[config.mk]
export PLATFORM = sky130hd
export DESIGN_NAME = parallel_serial
export DESIGN_NICKNAME = d
export VERILOG_FILES = /design/src/rtl/parallel_serial.sv
export SDC_FILE = /design/constraint.sdc
export NUM_CORES = 1
export LEC_CHECK = 0
export CAP_MARGIN = 20
export CORE_MARGIN = 2
export CORE_UTILIZATION = 51
export DETAILED_ROUTE_END_ITERATION = 12
export PLACE_DENSITY = 0.8
export SKIP_LAST_GASP = 1
export SLEW_MARGIN = 15
export SYNTH_ARGS = -nofsm -noshare
export SYNTH_HDL_FRONTEND = slang
export SYNTH_SLANG_ARGS = --single-unit
export TNS_END_PERCENT = 20
[constraint.sdc]
create_clock -name CLK -period 3.2 [get_ports CLK]
set_input_delay 0.8 -clock CLK [delete_from_list [all_inputs] [get_ports CLK]]
set_output_delay 0.8 -clock CLK [all_outputs]
set_load 0.05 [all_outputs]
[src/rtl/parallel_serial.sv]
// rtl/parallel_serial.sv - 10-bit symbol serializer, MSB first, comma fill and alignment preamble
module parallel_serial #(
  parameter logic [9:0]  COMMA       = 10'b0011111010,
  parameter int unsigned INIT_COMMAS = 4
) (
  input  logic       CLK,
  input  logic       RESET,
  input  logic [9:0] DATA_IN,
  input  logic       VALID_IN,
  input  logic       TX_EN,
  output logic       READY,
  output logic       DATA_OUT,
  output logic       SYM_START,
  output logic       IDLE
);

  typedef enum logic {
    ST_INIT   = 1'b0,
    ST_ACTIVE = 1'b1
  } state_t;

  // With a single preamble comma the reset comma already covers it.
  localparam state_t     RST_STATE = (INIT_COMMAS == 1) ? ST_ACTIVE : ST_INIT;
  // init_cnt value at the load edge that ends the preamble.
  localparam logic [3:0] INIT_LAST = 4'(INIT_COMMAS - 1);

  state_t     state_q, state_d;
  logic [9:0] shreg_q, shreg_d;
  logic [3:0] bit_cnt_q, bit_cnt_d;
  logic [3:0] init_cnt_q, init_cnt_d;
  logic       idle_q, idle_d;
  logic       load;
  logic       ready;

  assign load  = (bit_cnt_q == 4'd9);
  assign ready = (state_q == ST_ACTIVE) && TX_EN && load;

  assign READY     = ready;
  assign DATA_OUT  = shreg_q[9];
  assign SYM_START = (bit_cnt_q == 4'd0);
  assign IDLE      = idle_q;

  // State register and datapath flops; reset leaves a comma on the line.
  always_ff @(posedge CLK or negedge RESET) begin
    if (!RESET) begin
      state_q    <= RST_STATE;
      shreg_q    <= COMMA;
      bit_cnt_q  <= 4'd0;
      init_cnt_q <= 4'd1;
      idle_q     <= 1'b1;
    end else begin
      state_q    <= state_d;
      shreg_q    <= shreg_d;
      bit_cnt_q  <= bit_cnt_d;
      init_cnt_q <= init_cnt_d;
      idle_q     <= idle_d;
    end
  end

  // Preamble FSM: count commas at each load edge, then go active for good.
  always_comb begin
    state_d    = state_q;
    init_cnt_d = init_cnt_q;
    if (load && (state_q == ST_INIT)) begin
      init_cnt_d = init_cnt_q + 4'd1;
      if (init_cnt_q == INIT_LAST) begin
        state_d = ST_ACTIVE;
      end
    end
  end

  // Shift out one bit per cycle; on the last bit load data or a fill comma.
  always_comb begin
    shreg_d   = shreg_q;
    bit_cnt_d = bit_cnt_q;
    idle_d    = idle_q;
    if (!load) begin
      shreg_d   = {shreg_q[8:0], 1'b0};
      bit_cnt_d = bit_cnt_q + 4'd1;
    end else begin
      bit_cnt_d = 4'd0;
      if (VALID_IN && ready) begin
        shreg_d = DATA_IN;
        idle_d  = 1'b0;
      end else begin
        shreg_d = COMMA;
        idle_d  = 1'b1;
      end
    end
  end

endmodule

==> results of run 1 <==
## report_power, final
| part | internal (mW) | switching [mW] | leakage, nW | total (mW) |
|---|---|---|---|---|
| Combinational | 0.0207 | 0.0137 | 0.209 | 0.0344 |
| Clock | 0.127 | 0.0737 | 0.0279 | 0.200 |
| Sequential | 0.254 | 0 | 0.235 | 0.254 |
| Total | 0.401 | 0.0874 | 0.472 | 0.489 |
## per-stage QoR
step	utilization [%]	worst slack [ns]	hold slack, ns
after floorplan	-	0.414	0.443
after global placement	66.9	0.797	0.459
after detailed placement	66.9	0.785	0.465
after CTS	70.3	0.488	0.484
after global routing	70.3	0.405	0.523
final	70.3	0.498	0.485
## layout make-up
cell class	count	area (um2)	share of cell area (%)
clock buffer	3	22.5	2.13
tap	16	20.0	1.89
clock inverter	1	30.0	2.83
sequential	20	510	48.2
timing repair buffer	18	188	17.7
multi-input combinational	38	282	26.6
inverter	2	7.51	0.708
## how the worst max path moves through the flow
stage / from / to / slack, ns / depth (start not counted)
3_5_place_dp: TX_EN / READY / 0.78 / 3
3_3_place_gp: TX_EN / READY / 0.80 / 3
2_1_floorplan: bit_cnt_q[0] / SYM_START / 0.41 / 1
5_1_grt: bit_cnt_q[0] / SYM_START / 0.40 / 2
6_report: bit_cnt_q[0] / SYM_START / 0.50 / 2
4_1_cts: bit_cnt_q[0] / SYM_START / 0.49 / 2
## worst register-to-register path, cell delays in order, from the launching register on
cell and delay [ns]:
dfrtp_1 0.46, nand4bb_1 0.42, nor2_1 0.29, mux2_2 0.36
## logic make-up after synthesis
logic type	share of synthesized area (%)
XOR/XNOR	4.27
AND/OR/NAND/NOR	11.6
multiplexers	3.96
AO/OA/AOI/OAI	13.0
adder cells (fa/ha/maj)	1.52
flip-flops	62.2
buffers and inverters	3.51
## routing by layer
layer	share of wire [%]	wire length [um]	vias up	GRT usage [%]
li1	-	-	268	-
met4	0.92	13	0	7.27
met3	8.2	116	2	8.57
met2	49	699	15	30.0
met1	42	589	279	18.4
met5	0	0	-	0
## sequential cells by signal, indices dropped and copies added, names as in the netlist
signal,cells
init_cnt_q,4
IDLE,1
shreg_q,10
bit_cnt_q,4
state_q,1
## layout by cell type (no fill, tap or decap), drive strengths merged, types with 2 or more instances in the layout
master          n
a22o            4
buf             2
clkbuf          3
clkdlybuf4s50  16
dfrtp          12
dfstp           8
inv             2
mux2            2
nand2           2
nand3           2
nor2            5
o22a            6
xor2            3
==> impl_metrics.env, run 1 <==
export IMPL_crit_family="buffers and inverters"
export IMPL_yosysWarnings=0
export IMPL_ctsResizeCount=0
export IMPL_rr_worst_depth=3
export IMPL_antenna_found_initial=0
export IMPL_p_total_mw=0.489
export IMPL_async_flop_share_pct=100
export IMPL_final_cell_count_no_fill=98
export IMPL_cp_end_kind="output pin"
export IMPL_cts_root_buf="clkbuf_4"
export IMPL_drtPass1Iterations=2
export IMPL_drv_cap=0
export IMPL_syn_to_final_growth_pct=29.1
export IMPL_yosys_top_cells_area="dfrtp_1 (37%), dfstp_2 (26%), o22a_1 (6.4%)"
export IMPL_synth_top_area_cell="dfrtp_1"
export IMPL_grt_max_degree=21
export IMPL_postRouteAntennaNets=0
export IMPL_vias=564
export IMPL_netlist_area_um2=821
export IMPL_synth_ff_type="dfrtp_1"
export IMPL_path_max_fanout=8
export IMPL_clkTransAtPathRegs_ns=0.10
export IMPL_worstMarginPinSlew_ns=0.829
export IMPL_crit_slowest_cell="clkdlybuf4s50_1"
export IMPL_drive_above_1_share_pct=20.7
export IMPL_final_area_um2=1060
export IMPL_post_route_drc_count=0
export IMPL_setup_violations=0
export IMPL_required_ns=2.40
export IMPL_path_buf_inv=1
export IMPL_holdPathStages=1
export IMPL_grt_pass1_vias=578
export IMPL_synth_top_cells_by_count="dfrtp_1 (12), dfstp_2 (8), o22a_1 (6)"
export IMPL_io_buffers=17
export IMPL_setup_tns_ns=0
export IMPL_reg2reg_from="bit_cnt_q[2]"
export IMPL_cts_buffers=3
export IMPL_worst_clock_skew_ns=0.00716
export IMPL_fillers=115
export IMPL_place_inst=94
export IMPL_reg2reg_slack_ns=1.57
export IMPL_vdd_drop_max_mv=0.407
export IMPL_yosys_cell_types_count=26
export IMPL_cts_hold_buf=0
export IMPL_final_nets=98
export IMPL_die_h_um=44.1
export IMPL_place_hpwl_um=1020
export IMPL_syn_nets=78
export IMPL_die_x_um=44.1
export IMPL_start_util_pct=54.5
export IMPL_avgViaCountPerCell=5.76
export IMPL_clock_path_buffers=2
export IMPL_core_area_um2=1510
export IMPL_clkSinkCount=20
export IMPL_avgRoutedWirePerCell_um=14.5
export IMPL_slowest_delay_ns=0.85
export IMPL_row_count=14
export IMPL_rsz0062_at_grt="no"
export IMPL_grt_ovfl_total=0
export IMPL_post_cts_setup_buffers=0
export IMPL_outcome="completed"
export IMPL_r2r_end="init_cnt_q[1]"
export IMPL_tritoncts="yes"
export IMPL_dpl_instance_area_um2=1010
export IMPL_fin_crit_sh_pct=84.4
export IMPL_slew_headroom_pct=44.5
export IMPL_synth_top_area_share_pct=36.6
export IMPL_gr_usage_all_layers_pct=17.6
export IMPL_drv_slew=0
export IMPL_cts_htree_levels=1
export IMPL_yosysMostFrequentCell="dfrtp_1"
export IMPL_p_leak_nw=0.472
export IMPL_worstPathCellList="nor4_1 -> clkdlybuf4s50_1"
export IMPL_antenna_cells=0
export IMPL_dieArea_um2=1950
export IMPL_holdCritPathClass="reg2reg"
export IMPL_ys_seq_elements=20
export IMPL_hold_viol_final=0
export IMPL_start_kind="register"
export IMPL_min_period_ns=2.70
export IMPL_top_level_ports=18
export IMPL_syn_inst=63
export IMPL_syn_area_per_cell_um2=13.0
export IMPL_max_freq_ghz=0.370
export IMPL_synth_edf_count=0
export IMPL_place_congestion=0.700
export IMPL_holdPathEnd="init_cnt_q[3]"
export IMPL_yosysSeqAreaShare_pct=62.2
export IMPL_totalWireLength_um=1420
export IMPL_cellPowerDensity_nw_per_um2=461
export IMPL_drt_iter0_markers=5
export IMPL_clk_latency_ns=0.30
export IMPL_worstPathArrival_ns=1.90
export IMPL_hp_start="init_cnt_q[3]"
export IMPL_grt_pass1_wl_um=2400
export IMPL_crit_type="reg2out"
No activity file was read; power rests on OpenSTA's default activity.
==> inputs of run 2 (changes only) <==
--- a/config.mk
+++ b/config.mk
@@ -6,10 +6,11 @@
 export NUM_CORES = 1
 export LEC_CHECK = 0
 export CAP_MARGIN = 20
+export CORE_ASPECT_RATIO = 0.75
 export CORE_MARGIN = 2
-export CORE_UTILIZATION = 51
+export CORE_UTILIZATION = 47
 export DETAILED_ROUTE_END_ITERATION = 12
-export PLACE_DENSITY = 0.8
+export PLACE_DENSITY = 0.75
 export SKIP_LAST_GASP = 1
 export SLEW_MARGIN = 15
 export SYNTH_ARGS = -nofsm -noshare
==> constraint.sdc (replaced) <==
create_clock -name CLK -period 2.8 [get_ports CLK]
set_input_delay 0.7 -clock CLK [delete_from_list [all_inputs] [get_ports CLK]]
set_output_delay 0.7 -clock CLK [all_outputs]
set_load 0.05 [all_outputs]
==> impl_metrics.env, run 2 (synthesis results as in run 1) <==
export IMPL_start_util_pct=48.5
export IMPL_drtPass1Iterations=2
export IMPL_vdd_drop_max_mv=0.544
export IMPL_core_area_um2=1690
export IMPL_setup_violations=0
export IMPL_start_kind="register"
export IMPL_path_max_fanout=8
export IMPL_postRouteAntennaNets=0
export IMPL_grt_pass1_wl_um=2210
export IMPL_power_switching_mw=0.101
export IMPL_cp_end_kind="output pin"
export IMPL_clkSinkCount=20
export IMPL_post_cts_setup_buffers=0
export IMPL_syn_to_final_growth_pct=30.9
export IMPL_avgRoutedWirePerCell_um=12.2
export IMPL_final_common_cell="clkdlybuf4s50_1"
export IMPL_drv_slew=0
export IMPL_clock_power_share_pct=41.1
export IMPL_combinationalPowerShare_pct=7.1
export IMPL_crit_type="reg2out"
export IMPL_min_period_ns=2.61
export IMPL_final_nets=99
export IMPL_largest_reg_flops=10
export IMPL_switching_share_pct=18.0
export IMPL_io_buffers=17
export IMPL_dieArea_um2=2100
export IMPL_worst_clock_skew_ns=0.00586
export IMPL_dpl_instance_area_um2=1020
export IMPL_totalWireLength_um=1280
export IMPL_final_area_um2=1070
export IMPL_fin_crit_sh_pct=93.2
export IMPL_seqPwrFrac_pct=51.8
export IMPL_p_leak_nw=0.476
export IMPL_cts_buffers=3
export IMPL_grt_max_degree=21
export IMPL_place_hpwl_um=959
export IMPL_clock_path_buffers=2
export IMPL_vias=534
export IMPL_drv_cap=0
export IMPL_final_cell_mix="clkdlybuf4s50_1 (16), dfrtp_1 (12), dfstp_2 (8)"
export IMPL_drt_iter0_markers=5
export IMPL_cts_htree_levels=1
export IMPL_regMostFlops="shreg_q"
export IMPL_slew_headroom_pct=67.0
export IMPL_die_h_um=40.2
export IMPL_top_regs="shreg_q: 10 flops, bit_cnt_q: 4 flops, init_cnt_q: 4 flops"
export IMPL_antenna_cells=0
export IMPL_final_cell_count_no_fill=105
export IMPL_ctsResizeCount=0
export IMPL_row_count=13
export IMPL_cts_root_buf="clkbuf_4"
export IMPL_setup_tns_ns=0
export IMPL_avgViaCountPerCell=5.09
export IMPL_grt_pass1_vias=516
export IMPL_grt_ovfl_total=0
export IMPL_post_route_drc_count=0
export IMPL_drive_above_1_share_pct=21.7
export IMPL_hold_viol_final=0
export IMPL_max_freq_ghz=0.383
export IMPL_fin_util_pct=63.5
export IMPL_die_x_um=52.3
export IMPL_top_level_ports=18
export IMPL_cellPowerDensity_nw_per_um2=521
export IMPL_rsz0062_at_grt="no"
export IMPL_worstMarginPinSlew_ns=0.493
export IMPL_cts_hold_buf=0
export IMPL_place_congestion=0.772
export IMPL_clkTransAtPathRegs_ns=0.10
export IMPL_clk_latency_ns=0.30
export IMPL_internal_power_mw=0.460
export IMPL_place_inst=101
export IMPL_required_ns=2.10
export IMPL_tritoncts="yes"
export IMPL_outcome="completed"
export IMPL_antenna_found_initial=0
export IMPL_worstPathArrival_ns=1.91
export IMPL_holdCritPathClass="reg2reg"
export IMPL_gr_usage_all_layers_pct=15.9
export IMPL_p_total_mw=0.560
## run 2: metal layers
metal,part of all wire [%],wire [um],up-vias,track usage [%]
met1,46,590,256,19.7
met5,0,0,-,0
met3,6.7,85,2,8.21
met2,46,584,11,25.3
li1,-,-,265,-
met4,1.1,14,0,3.85
## run 2: critical path: stages (launching register included)
cell and delay (ns):
dfrtp_1 0.46, nor4_1 0.30, clkdlybuf4s50_1 0.84
## run 2: final cells by class
class | count | area [um2]
multi-input cells | 38 | 282
fillers | 137 | 617
clock inverters | 1 | 30.0
well taps | 22 | 27.5
flip-flops and latches | 20 | 510
repair buffers | 19 | 195
inverters | 2 | 7.51
clock buffers | 3 | 22.5
## run 2: final timing paths
path,start,end,slack (ns),depth (start not counted)
setup / recovery,bit_cnt_q[0],SYM_START,0.19,2
hold / removal,init_cnt_q[3],init_cnt_q[3],0.48,1
setup reg to reg,bit_cnt_q[2],init_cnt_q[1],1.19,3
hold reg to reg,init_cnt_q[3],init_cnt_q[3],0.48,1
max in group asynchronous,RESET,init_cnt_q[0],1.83,2
min in group asynchronous,RESET,shreg_q[0],0.71,2
## run 2: power groups by stage
stage | logic (mW) | registers (mW) | clock network (mW)
after floorplan | 0.0126 | 0.295 | 0
after global placement | 0.0403 | 0.295 | 0
after detailed placement | 0.0408 | 0.295 | 0
after CTS | 0.0409 | 0.290 | 0.238
after global routing | 0.0437 | 0.290 | 0.248
final | 0.0400 | 0.290 | 0.230
## run 2: per-stage QoR
stage,setup slack [ns],hold slack [ns]
global placement,0.555,0.454
detailed placement,0.527,0.462
CTS,0.181,0.483
floorplan,0.114,0.404
global route,0.112,0.500
finish,0.191,0.479
==> inputs of run 3 (changes only) <==
--- a/config.mk
+++ b/config.mk
@@ -5,12 +5,12 @@
 export SDC_FILE = /design/constraint.sdc
 export NUM_CORES = 1
 export LEC_CHECK = 0
+export ABC_AREA = 1
 export CAP_MARGIN = 20
-export CORE_ASPECT_RATIO = 0.75
 export CORE_MARGIN = 2
-export CORE_UTILIZATION = 47
+export CORE_UTILIZATION = 49
 export DETAILED_ROUTE_END_ITERATION = 12
-export PLACE_DENSITY = 0.75
+export PLACE_DENSITY = 0.76
 export SKIP_LAST_GASP = 1
 export SLEW_MARGIN = 15
 export SYNTH_ARGS = -nofsm -noshare
==> impl_metrics.env, run 3 <==
export IMPL_row_count=15
export IMPL_antenna_cells=0
export IMPL_yosysWarnings=0
export IMPL_async_flop_share_pct=100
export IMPL_vias=722
export IMPL_top_level_ports=18
export IMPL_seqPwrFrac_pct=57.9
export IMPL_power_switching_mw=0.108
export IMPL_regMostFlops="shreg_q"
export IMPL_cts_root_buf="clkbuf_4"
export IMPL_fin_util_pct=66.0
export IMPL_synth_top_cells_by_count="nand2_1 (39), dfrtp_1 (12), dfstp_2 (8), inv_1 (8), o31ai_1 (6)"
export IMPL_final_common_cell="nand2_1"
export IMPL_synth_top_area_share_pct=32.2
export IMPL_ys_seq_elements=20
export IMPL_avgRoutedWirePerCell_um=11.5
export IMPL_syn_inst=103
export IMPL_place_ws_ns=0.451
export IMPL_syn_to_final_growth_pct=25.0
export IMPL_worstPathArrival_ns=1.91
export IMPL_drv_slew=0
export IMPL_avgViaCountPerCell=4.88
export IMPL_rsz0062_at_grt="no"
export IMPL_clkSinkCount=20
export IMPL_grt_max_degree=21
export IMPL_synth_top_area_cell="dfrtp_1"
export IMPL_drt_iter0_markers=6
export IMPL_switching_share_pct=21.5
export IMPL_cp_end_kind="output pin"
export IMPL_path_max_fanout=5
export IMPL_grt_pass1_wl_um=2880
export IMPL_worst_clock_skew_ns=0.00333
export IMPL_cts_buffers=3
export IMPL_gr_usage_all_layers_pct=18.7
export IMPL_antenna_found_initial=0
export IMPL_max_freq_ghz=0.383
export IMPL_hold_viol_final=0
export IMPL_die_x_um=47.6
export IMPL_clock_path_buffers=2
export IMPL_dieArea_um2=2270
export IMPL_yosys_cell_types_count=20
export IMPL_slew_headroom_pct=67.1
export IMPL_crit_type="reg2out"
export IMPL_holdCritPathClass="reg2reg"
export IMPL_tritoncts="yes"
export IMPL_drtPass1Iterations=4
export IMPL_drv_cap=0
export IMPL_netlist_area_um2=932
export IMPL_postRouteAntennaNets=0
export IMPL_ctsResizeCount=0
export IMPL_slowest_delay_ns=0.85
export IMPL_largest_reg_flops=10
export IMPL_worstMarginPinSlew_ns=0.493
export IMPL_internal_power_mw=0.394
export IMPL_syn_area_per_cell_um2=9.05
export IMPL_drive_above_1_share_pct=20.3
export IMPL_setup_tns_ns=0
export IMPL_grt_ovfl_total=0
export IMPL_worstPathCellList="nor4_1 -> clkdlybuf4s50_1"
export IMPL_setup_violations=0
export IMPL_syn_nets=118
export IMPL_synth_edf_count=0
export IMPL_final_cell_mix="nand2_1 (39), clkdlybuf4s50_1 (16), dfrtp_1 (12)"
export IMPL_yosys_top_cells_area="dfrtp_1 (32%), dfstp_2 (23%), nand2_1 (16%)"
export IMPL_p_leak_nw=0.550
export IMPL_clock_power_share_pct=33.1
export IMPL_grt_pass1_vias=661
export IMPL_start_kind="register"
export IMPL_min_period_ns=2.61
export IMPL_top_regs="shreg_q: 10 flops, bit_cnt_q: 4 flops, init_cnt_q: 4 flops"
export IMPL_post_route_drc_count=0
export IMPL_yosysSeqAreaShare_pct=54.8
export IMPL_outcome="completed"
export IMPL_clkTransAtPathRegs_ns=0.11
export IMPL_synth_ff_type="dfrtp_1"
export IMPL_cts_hold_buf=0
export IMPL_start_util_pct=52.8
export IMPL_required_ns=2.10
export IMPL_combinationalPowerShare_pct=9.0
export IMPL_place_congestion=0.792
export IMPL_core_area_um2=1760
export IMPL_final_cell_count_no_fill=148
export IMPL_place_inst=144
export IMPL_io_buffers=17
export IMPL_die_h_um=47.6
export IMPL_final_nets=139
export IMPL_yosysMostFrequentCell="nand2_1"
export IMPL_fin_ws_ns=0.188
export IMPL_place_hpwl_um=1250
export IMPL_cts_htree_levels=1
export IMPL_cellPowerDensity_nw_per_um2=430
export IMPL_fin_crit_sh_pct=93.3
export IMPL_vdd_drop_max_mv=0.299
export IMPL_clk_latency_ns=0.30
export IMPL_totalWireLength_um=1700
export IMPL_post_cts_setup_buffers=0
export IMPL_crit_slowest_cell="clkdlybuf4s50_1"
export IMPL_holdWs_ns=0.457
run 3: cell types whose count changed in the layout (fill, tap and decap cells not counted), moves of 4 or more:
cell	previous run	this run
a22o_1	4	0
inv_1	2	8
nand2_1	2	39
o31ai_1	0	6
nor2_1	5	1
nor2_2	0	4
o22a_1	6	0
nand4_1	0	4
run 3: critical path: cells and delay by family (launching register included):
| family | cells | cell delay, ns |
|---|---|---|
| flip-flops | 1 | 0.47 |
| AND/OR/NAND/NOR | 1 | 0.29 |
| buffers and inverters | 1 | 0.85 |
run 3: cells by family (layout without fill, tap and decap cells):
group	count (synthesis)	count (layout)	share of synthesized area, %
adders and majority gates	1	1	1.34
AOI/OAI and AO/OA	13	13	8.59
and+or+nand+nor	55	55	27.5
xor gates and xnor gates	1	1	0.940
buffers and inverters	13	33	6.85
DFF	20	20	54.8
run 3: area by class of cell:
cell class                 count  area (um2)
inverter                      11        41.3
multi-input combinational     70         358
fill                         148         599
tap                           25        31.3
clock buffer                   4        36.3
timing repair buffer          18         188
sequential                    20         510
run 3: stage by stage:
step	instance area [um2]	total power [mW]
floorplan	932	0.309
global route	1160	0.529
global placement	1130	0.340
detailed placement	1130	0.341
finish	1160	0.501
CTS	1160	0.503
run 3: path summary, 6_finish.rpt:
| path | startpoint | end | slack [ns] | depth (start not counted) |
|---|---|---|---|---|
| worst max-delay path | bit_cnt_q[1] | SYM_START | 0.19 | 2 |
| worst min-delay path | shreg_q[0] | shreg_q[1] | 0.46 | 2 |
| worst max register to register | bit_cnt_q[1] | init_cnt_q[3] | 1.36 | 6 |
| worst min register to register | shreg_q[0] | shreg_q[1] | 0.46 | 2 |
| max in group asynchronous | RESET | shreg_q[3] | 1.82 | 2 |
| min in group asynchronous | RESET | init_cnt_q[1] | 0.72 | 2 |
run 3: layer usage:
layer / wire length, um / vias to the layer above / GRT usage (%)
li1: - / 369 / -
met1: 770 / 331 / 23.6
met2: 811 / 17 / 29.7
met3: 82 / 5 / 4.53
met4: 37 / 0 / 9.73
met5: 0 / - / 0
run 3: power by group through the flow:
stage | Combinational, mW | Clock, mW | Sequential [mW]
after floorplan | 0.0138 | 0 | 0.295
after global placement | 0.0451 | 0 | 0.295
after detailed placement | 0.0454 | 0 | 0.295
after CTS | 0.0457 | 0.167 | 0.290
after global routing | 0.0498 | 0.188 | 0.290
final | 0.0451 | 0.166 | 0.290
